## src/rtl/booth_seq_mul.sv

```systemverilog
// booth_seq_mul
//   Iterative radix-4 Booth multiplier. A start pulse samples two WIDTH-bit
//   operands (signed or unsigned); after N_ITER = WIDTH/2+1 Booth steps the
//   2*WIDTH-bit product is written to `product` and `done` pulses for one
//   cycle. `product` holds its value until the next completion.
//
//   Handshake: a request is accepted on any rising Clock edge where start=1
//   and the FSM is IDLE or DONE; start is ignored while busy=1. done=1 for
//   exactly one cycle, and product is valid from that cycle onward.
//
//   Optional feature (macro MUL_EARLY_EXIT_EN): when either operand is zero
//   at the accepting edge, product=0 is written on that edge and the FSM
//   goes directly to DONE, skipping RUN.
//
// Ports
//   Clock         in   rising-edge clock
//   clear_n       in   asynchronous active-low reset
//   start         in   request pulse
//   signed_mode   in   1 = two's complement operands, 0 = unsigned
//   multiplicand  in   operand A (WIDTH)
//   multiplier    in   operand B (WIDTH)
//   busy          out  high while in RUN
//   done          out  one-cycle completion pulse (DONE state)
//   product       out  result register (2*WIDTH)
//   dbg_state     out  current FSM state (0=IDLE, 1=RUN, 2=DONE)
module booth_seq_mul #(
  parameter int WIDTH = 32
) (
  input  logic               Clock,
  input  logic               clear_n,
  input  logic               start,
  input  logic               signed_mode,
  input  logic [WIDTH-1:0]   multiplicand,
  input  logic [WIDTH-1:0]   multiplier,
  output logic               busy,
  output logic               done,
  output logic [2*WIDTH-1:0] product,
  output logic [1:0]         dbg_state
);

  localparam int N_ITER = WIDTH / 2 + 1;
  localparam int XW     = WIDTH + 2;          // extended operand width
  localparam int CW     = $clog2(N_ITER);     // step counter width

  generate
    if ((WIDTH % 2) != 0 || WIDTH < 4) begin : g_bad_width
      $error("booth_seq_mul: WIDTH must be even and >= 4");
    end
  endgenerate

  typedef enum logic [1:0] {
    S_IDLE = 2'd0,
    S_RUN  = 2'd1,
    S_DONE = 2'd2
  } state_t;

  state_t r_state, w_next_state;

  logic [XW-1:0] r_a;      // extended multiplicand
  logic [XW-1:0] r_acc;    // upper accumulator half
  logic [XW-1:0] r_b;      // multiplier, shifted out as product low bits
  logic          r_bm1;    // Booth pair bit B[-1]
  logic [CW-1:0] r_cnt;

  logic          w_accept;
  logic          w_zero_op;
  logic          w_last;
  logic [XW:0]   w_a_x;
  logic [XW:0]   w_pp;
  logic [XW:0]   w_sum;
  logic [XW-1:0] w_next_acc;
  logic [XW-1:0] w_next_b;

  assign busy      = (r_state == S_RUN);
  assign done      = (r_state == S_DONE);
  assign dbg_state = r_state;

  assign w_accept = start && ((r_state == S_IDLE) || (r_state == S_DONE));
  assign w_last   = (r_cnt == CW'(N_ITER - 1));

`ifdef MUL_EARLY_EXIT_EN
  assign w_zero_op = (multiplicand == '0) || (multiplier == '0);
`else
  assign w_zero_op = 1'b0;
`endif

  // State register
  always_ff @(posedge Clock or negedge clear_n) begin
    if (!clear_n) r_state <= S_IDLE;
    else          r_state <= w_next_state;
  end

  // Next-state logic
  always_comb begin
    w_next_state = r_state;
    case (r_state)
      S_IDLE: if (start) w_next_state = w_zero_op ? S_DONE : S_RUN;
      S_RUN:  if (w_last) w_next_state = S_DONE;
      S_DONE: begin
        if (start) w_next_state = w_zero_op ? S_DONE : S_RUN;
        else       w_next_state = S_IDLE;
      end
      default: w_next_state = S_IDLE;
    endcase
  end

  // Booth recoding of {B[1],B[0],B[-1]} and one radix-4 step. The add is
  // done one bit wider than the accumulator so that +/-2A cannot overflow.
  always_comb begin
    w_a_x = {r_a[XW-1], r_a};
    case ({r_b[1:0], r_bm1})
      3'b001, 3'b010: w_pp = w_a_x;
      3'b011:         w_pp = {r_a, 1'b0};
      3'b100:         w_pp = -{r_a, 1'b0};
      3'b101, 3'b110: w_pp = -w_a_x;
      default:        w_pp = '0;
    endcase
    w_sum      = {r_acc[XW-1], r_acc} + w_pp;
    // Arithmetic shift of {sum, B, B[-1]} right by two.
    w_next_acc = {w_sum[XW], w_sum[XW:2]};
    w_next_b   = {w_sum[1:0], r_b[XW-1:2]};
  end

  // Datapath
  always_ff @(posedge Clock or negedge clear_n) begin
    if (!clear_n) begin
      r_a     <= '0;
      r_acc   <= '0;
      r_b     <= '0;
      r_bm1   <= 1'b0;
      r_cnt   <= '0;
      product <= '0;
    end else if (w_accept) begin
      r_a   <= signed_mode ? {{2{multiplicand[WIDTH-1]}}, multiplicand}
                           : {2'b00, multiplicand};
      r_b   <= signed_mode ? {{2{multiplier[WIDTH-1]}}, multiplier}
                           : {2'b00, multiplier};
      r_acc <= '0;
      r_bm1 <= 1'b0;
      r_cnt <= '0;
      if (w_zero_op) product <= '0;
    end else if (r_state == S_RUN) begin
      r_acc <= w_next_acc;
      r_b   <= w_next_b;
      r_bm1 <= r_b[1];
      r_cnt <= r_cnt + CW'(1);
      // After the last step the B register holds the low WIDTH+2 product
      // bits and the accumulator the rest.
      if (w_last) product <= {w_next_acc[WIDTH-3:0], w_next_b};
    end
  end

endmodule

```

## config.mk

```make
export PLATFORM = sky130hd
export DESIGN_NAME = booth_seq_mul
export DESIGN_NICKNAME = d
export VERILOG_FILES = /design/src/rtl/booth_seq_mul.sv
export SDC_FILE = /design/constraint.sdc
export NUM_CORES = 1
export LEC_CHECK = 0
export CELL_PAD_IN_SITES_DETAIL_PLACEMENT = 1
export CELL_PAD_IN_SITES_GLOBAL_PLACEMENT = 1
export CORE_MARGIN = 4
export CORE_UTILIZATION = 38
export CTS_CLUSTER_SIZE = 40
export DETAILED_ROUTE_END_ITERATION = 6
export GPL_TIMING_DRIVEN = 0
export HOLD_SLACK_MARGIN = 0.05
export PLACE_DENSITY = 0.83
export SYNTH_ARGS = -nofsm -noshare
export SYNTH_HDL_FRONTEND = slang
export SYNTH_SLANG_ARGS = --single-unit
export TNS_END_PERCENT = 5
```

## constraint.sdc

```tcl
create_clock -name Clock -period 5.37 [get_ports Clock]
set_clock_uncertainty 0.2 [all_clocks]
set_input_delay 0.8055 -clock Clock [delete_from_list [all_inputs] [get_ports Clock]]
set_output_delay 0.8055 -clock Clock [all_outputs]
set_load 0.05 [all_outputs]
```

## Yosys cells after proc, flatten, opt, wreduce, memory -nomap -nowiden

Index checks and enable logic that the tools add are counted.
Widths: inputs -> output; s select.

| storage, ports and cells | value |
|---|---|
| register bits after elaboration | 174 |
| bits of input ports | 68 |

| cells by class | value |
|---|---|
| bitwise operators | 1 |
| equality and inequality tests | 11 |
| muxes and demuxes | 15 |
| reduce and logical (&&, ||, !) cells | 8 |
| add/subtract/negate cells | 4 |

Operators by type and width:

| operator | number |
|---|---|
| $mux 34 | 6 |
| $pmux 35 s4 | 1 |
| $neg 35->35 | 2 |
| $add 35x35->35 | 1 |
| $mux 5 | 2 |
| $eq 3x3->1 const B | 3 |
| $eq 3x2->1 const B | 2 |
| $pmux 2 s3 | 1 |
| $add 5x1->5 const B | 1 |
| $eq 5x5->1 const B | 1 |
| $mux 2 | 2 |
| $reduce_or 2->1 | 2 |
| $eq 3x1->1 const B | 1 |
| $mux 1 | 3 |
| $reduce_and 3->1 | 1 |
| $eq 2x1->1 const B | 1 |
| $eq 2x2->1 const B | 1 |
| $logic_not 2->1 | 1 |
| $ne 2x1->1 const B | 1 |
| $ne 2x2->1 const B | 1 |
| $reduce_and 2->1 | 1 |
| $reduce_bool 2->1 | 1 |
| $logic_and 1x1->1 | 1 |
| $logic_or 1x1->1 | 1 |
| $not 1->1 | 1 |

## Longest topological paths before layout

| depth | value |
|---|---|
| depth in word-level cells | 6 |
| gate-level depth with buffers | 20 |
| depth with buffers taken out | 19 |

## Worst setup path before layout

No wires, ideal clock.

| timing path | value |
|---|---|
| kind | register to register |
| start | register r_a[0] |
| end | register r_acc[30] |
| required time | 5,039 ps |
| path slack | 246 ps |
| cell stages (with the launch flop) | 21 |
| arrival time | 4,793 ps |
| path through | dfrtp_1 > inv_1 > ha_1 > or3b_2 > clkbuf_1 > or3_2 > or3_1 > nand2_1 > xor2_1 > a2bb2oi_1 > o221ai_1 > ha_1 > clkbuf_1 > nand4_1 > o31ai_1 > a211oi_1 > a21oi_1 > o211ai_1 > a311o_1 > nor3b_1 > or3_1 |

| between the ends | value |
|---|---|
| longest elaborated chain between the ends | 5 |
| elaborated cells between the ends (all ways) | 6 |

Ends and longest elaborated chain:

| what | RTL line | source |
|---|---|---|
| from (decl) | 59 | `logic [XW-1:0] r_a;` |
| from (signal assigned) | 134 | `r_a <= signed_mode ? {{2{multiplicand[WIDTH-1]}}, multiplicand}` |
| $neg 35->35, on equally long branches | 115, 114 |  |
| $pmux 35 s4 * | 111 | `case ({r_b[1:0], r_bm1})` |
| $add 35x35->35 * | 118 | `w_sum = {r_acc[XW-1], r_acc} + w_pp;` |
| $mux 34 * | 142 | `end else if (r_state == S_RUN) begin` |
| $mux 34 * | 133 | `end else if (w_accept) begin` |
| to (signal assigned) | 143 | `r_acc <= w_next_acc;` |
| to (decl) | 60 | `logic [XW-1:0] r_acc;` |

Mark *: on every way between the ends. The rest lies on a longest branch, timed or not. The select of a mux whose other input is x is not followed.
A chain may end at the register's enable or synchronous reset.

## Worst setup path after layout

| timing path | value |
|---|---|
| start | register r_a[3] |
| end | register r_acc[31] |

The elaborated chain is that of the path after synthesis.

==> run_results.csv <==
group,metric,value,unit
sta,fin_ws,0.150,ns
sta,period_needed,5.22,ns
synthesis,ys_warn_count,0,
layout,nFillCells,3199,
clock_tree,htreeDepth,4,
synthesis,synth_edf_count,0,
global_routing,first_global_vias,10596,
setup_path,r2r_start,"r_a[3]$_DFFE_PN0P_",
clock_tree,cts_hold_buf,0,
clock_tree,tritoncts,"built",
detailed_routing,drt_iter0_drc,707,
synthesis,yosys-top-cells-count,"nand2_1 (384), dfrtp_1 (172), o21ai_0 (81)",
global_routing,grt_start_max_net_pins,102,
synthesis,netlist_instances,1250,
layout,fin_cells,1766,
synthesis,post-synth-top-area-cell,"dfrtp_1",
detailed_routing,final_antenna_net_count,0,
setup_path,critPathRequiredTime,5.50,ns
die,fp.dieW,174,µm
clock_tree,ctsRootBufferMaster,"clkbuf_16",
sta,hold_violations,0,
global_routing,grt_util_all_layers,0.237,
synthesis,synth_compound_area_frac,0.192,
global_routing,grt_pass1_wl,58.2,mm
synthesis,synth_top_family_by_area,"simple AND/OR/NAND/NOR gates",
placed_design,io_buffers,135,
layout,fin_nets,1518,
setup_path,cp_slowest_stage_delay,0.57,ns
global_routing,grt-ovfl-total,0,
outcome,status,"finished, final reports clean",
die,dieArea,0.0302,mm²
sta,max_freq,192,MHz
hold_path,hp-class,"input port to async pin",
placed_design,gp_congestion,0.908,
placed_design,place_inst,1727,
sta,report.final.setup_viol,0,
clock_tree,insertion_delay,0.45,ns
clock_tree,cts_sinks,172,
flow_run,cap_violations,0,
global_routing,antenna_found_initial,1,
synthesis,synth_top_area_share,0.413,
sta,fin_tns_setup,0,ns
setup_path,r2r-end,"r_acc[31]$_DFFE_PN0P_",
die,io_pins,136,
clock_tree,cts_made_buffers,17,
synthesis,synthFlopType,"dfrtp_1",
synthesis,seq_area_frac_synth,0.413,
synthesis,synthAdderAreaFrac,0.0463,
synthesis,syn_avg_cell_area,8.35,µm²
setup_path,worstSetupPathType,"register to register",
setup_path,worst-r2r-setup-slack,0.15,ns
sta,grt_setup_unrepaired,"true",
synthesis,synth_area,0.0104,mm²
layout,drive_gt1_frac,0.0968,
setup_path,crit_arrival,5.35,ns
setup_path,cpLargestDelayFamily,"simple AND/OR/NAND/NOR gates",
synthesis,synthMostInstantiatedCell,"nand2_1",
layout,antenna_cells,0,
synthesis,synth_nets,1356,
placed_design,pre_cts_slack,-0.698,ns
detailed_routing,vias,10063,
die,fp.dieH,174,µm
synthesis,async_reset_ff_frac,1.00,
placed_design,hpwl,25.8,mm
setup_path,crit_chain,"buf_2 -> nor4_4 -> nand3_2 -> or3b_2 -> or3_1 -> o21ai_1 -> a22oi_1 -> nand2_1 -> ha_2 -> a21o_1 -> a21o_1 -> a221o_1 -> or3_1 -> o221a_2 -> o211ai_1 -> nand3_1 -> a32o_1",
setup_path,critPathMaxFanout,8,
clock_tree,path_clk_slew,0.08,ns
synthesis,synth.distinct_cells,74,
setup_path,rr_worst_depth,17,
die,rows,60,
sta,worstMarginPinSlew,1.19,ns
synthesis,synth-simple-area-share,0.239,
layout,syn_to_final_growth,26.4,%
die,initial_core_util,0.387,
setup_path,cp_slowest_cell,"or3b_2",
synthesis,synth_mux_area_frac,0.0157,
detailed_routing,dr.pass1.iters,5,
sta,period_share,0.972,
setup_path,critical_path_buf_inv_count,1,
sta,drv_slew,0,
synthesis,synth_area_leaders,"dfrtp_1 (41%), nand2_1 (14%), ha_1 (4.4%)",
clock_tree,cts_buffer_depth,2,
synthesis,synth.ff_latch_count,172,
detailed_routing,via_per_inst,5.70,
detailed_routing,drt_wl_total,36.2,mm
detailed_routing,wl_per_cell,20.5,µm
die,core_area,0.0270,mm²
layout,layout.core_utilization,0.489,
detailed_routing,drc,0,
setup_path,worst_setup_path_start_kind,"register",
sta,slew_headroom,0.198,
synthesis,synthXorXnorAreaFrac,0.0479,
setup_path,critPathCaptureType,"register",
[routing by layer]
layer | GRT usage | share of wire | vias up
li1 | - | - | 4680
met1 | 0.312 | 0.44 | 5012
met2 | 0.388 | 0.48 | 299
met3 | 0.0454 | 0.052 | 70
met4 | 0.0904 | 0.030 | 2
met5 | 0 | 0.00036 | -
[what timing repair did]
action | CTS | global route
gates resized for setup | 18 | 46
gates cloned | 0 | 0
pin swaps | 4 | 10
endpoints found under the setup margin | 33 | 28
setup buffers | 4 | 7
[worst max-delay path by stage]
stage | startpoint | to | slack (ns) | depth (start not counted)
after floorplan | r_a[0]$_DFFE_PN0P_ | r_acc[30]$_DFFE_PN0P_ | 0.25 | 20
after global placement | clear_n | product[4]$_DFFE_PN0P_ | -4.09 | 1
after detailed placement | r_a[0]$_DFFE_PN0P_ | r_acc[30]$_DFFE_PN0P_ | -0.70 | 20
after CTS | r_a[0]$_DFFE_PN0P_ | r_acc[30]$_DFFE_PN0P_ | 0.008 | 18
after global routing | r_bm1$_DFFE_PN0P_ | product[63]$_DFFE_PN0P_ | -0.07 | 17
final | r_a[3]$_DFFE_PN0P_ | r_acc[31]$_DFFE_PN0P_ | 0.15 | 17
[layout make-up]
type	count	area, µm²	share of cell area
clock inverter	15	211	0.0160
inverter	20	75.1	0.00569
buffer	75	403	0.0306
multi-input combinational	979	5870	0.445
clock buffer	17	425	0.0323
tap	341	427	0.0324
timing repair buffer	147	1470	0.111
sequential	172	4310	0.327
[sequential cells by signal, summed over array words and instances (netlist names)]
name,count
dbg_state,2
r_cnt,5
r_bm1,1
r_b,34
product,64
r_acc,33
r_a,33
[through the flow]
stage | hold WS (ns) | cell area, µm²
2_1_floorplan | 0.255 | 10400
4_1_cts | 0.142 | 13000
5_1_grt | 0.168 | 13200
3_5_place_dp | 0.262 | 12200
6_report | 0.127 | 13200
3_3_place_gp | 0.259 | 12200
[layout by cell type (no fill, tap or decap), types with 5 or more instances in the layout]
cell	Yosys	routed
mux2_2	11	11
or2_2	6	6
nand3_1	21	19
inv_1	18	16
xor2_1	23	22
a22oi_1	53	53
o21a_1	5	5
clkdlybuf4s50_1	0	134
clkinv_8	0	7
nand2b_1	7	7
or3_1	18	17
nand4_1	10	10
clkbuf_1	59	52
a31oi_1	8	7
nor2b_1	10	10
o31ai_1	6	5
nand2_1	384	383
clkbuf_2	2	6
clkbuf_8	6	6
a21o_1	17	17
a22o_1	28	28
xnor2_1	34	34
buf_4	1	12
o21ai_1	0	5
a21oi_1	50	48
nor3_1	23	19
clkbuf_16	0	17
ha_1	37	32
nor2_1	55	53
o21ai_0	81	74
dfrtp_1	172	169
[cells by family (layout without fill, tap and decap cells)]
family | Yosys count | after routing
buffers and inverters | 99 | 274
flip-flops | 172 | 172
adder cells (fa/ha/maj) | 38 | 38
multiplexers | 15 | 15
XOR/XNOR | 57 | 57
AND/OR/NAND/NOR | 569 | 569
AO/OA/AOI/OAI | 300 | 300
Power is left out: the tool's default activity adds up to more than one toggle a clock period on the data nets, which glitch-free logic cannot reach.
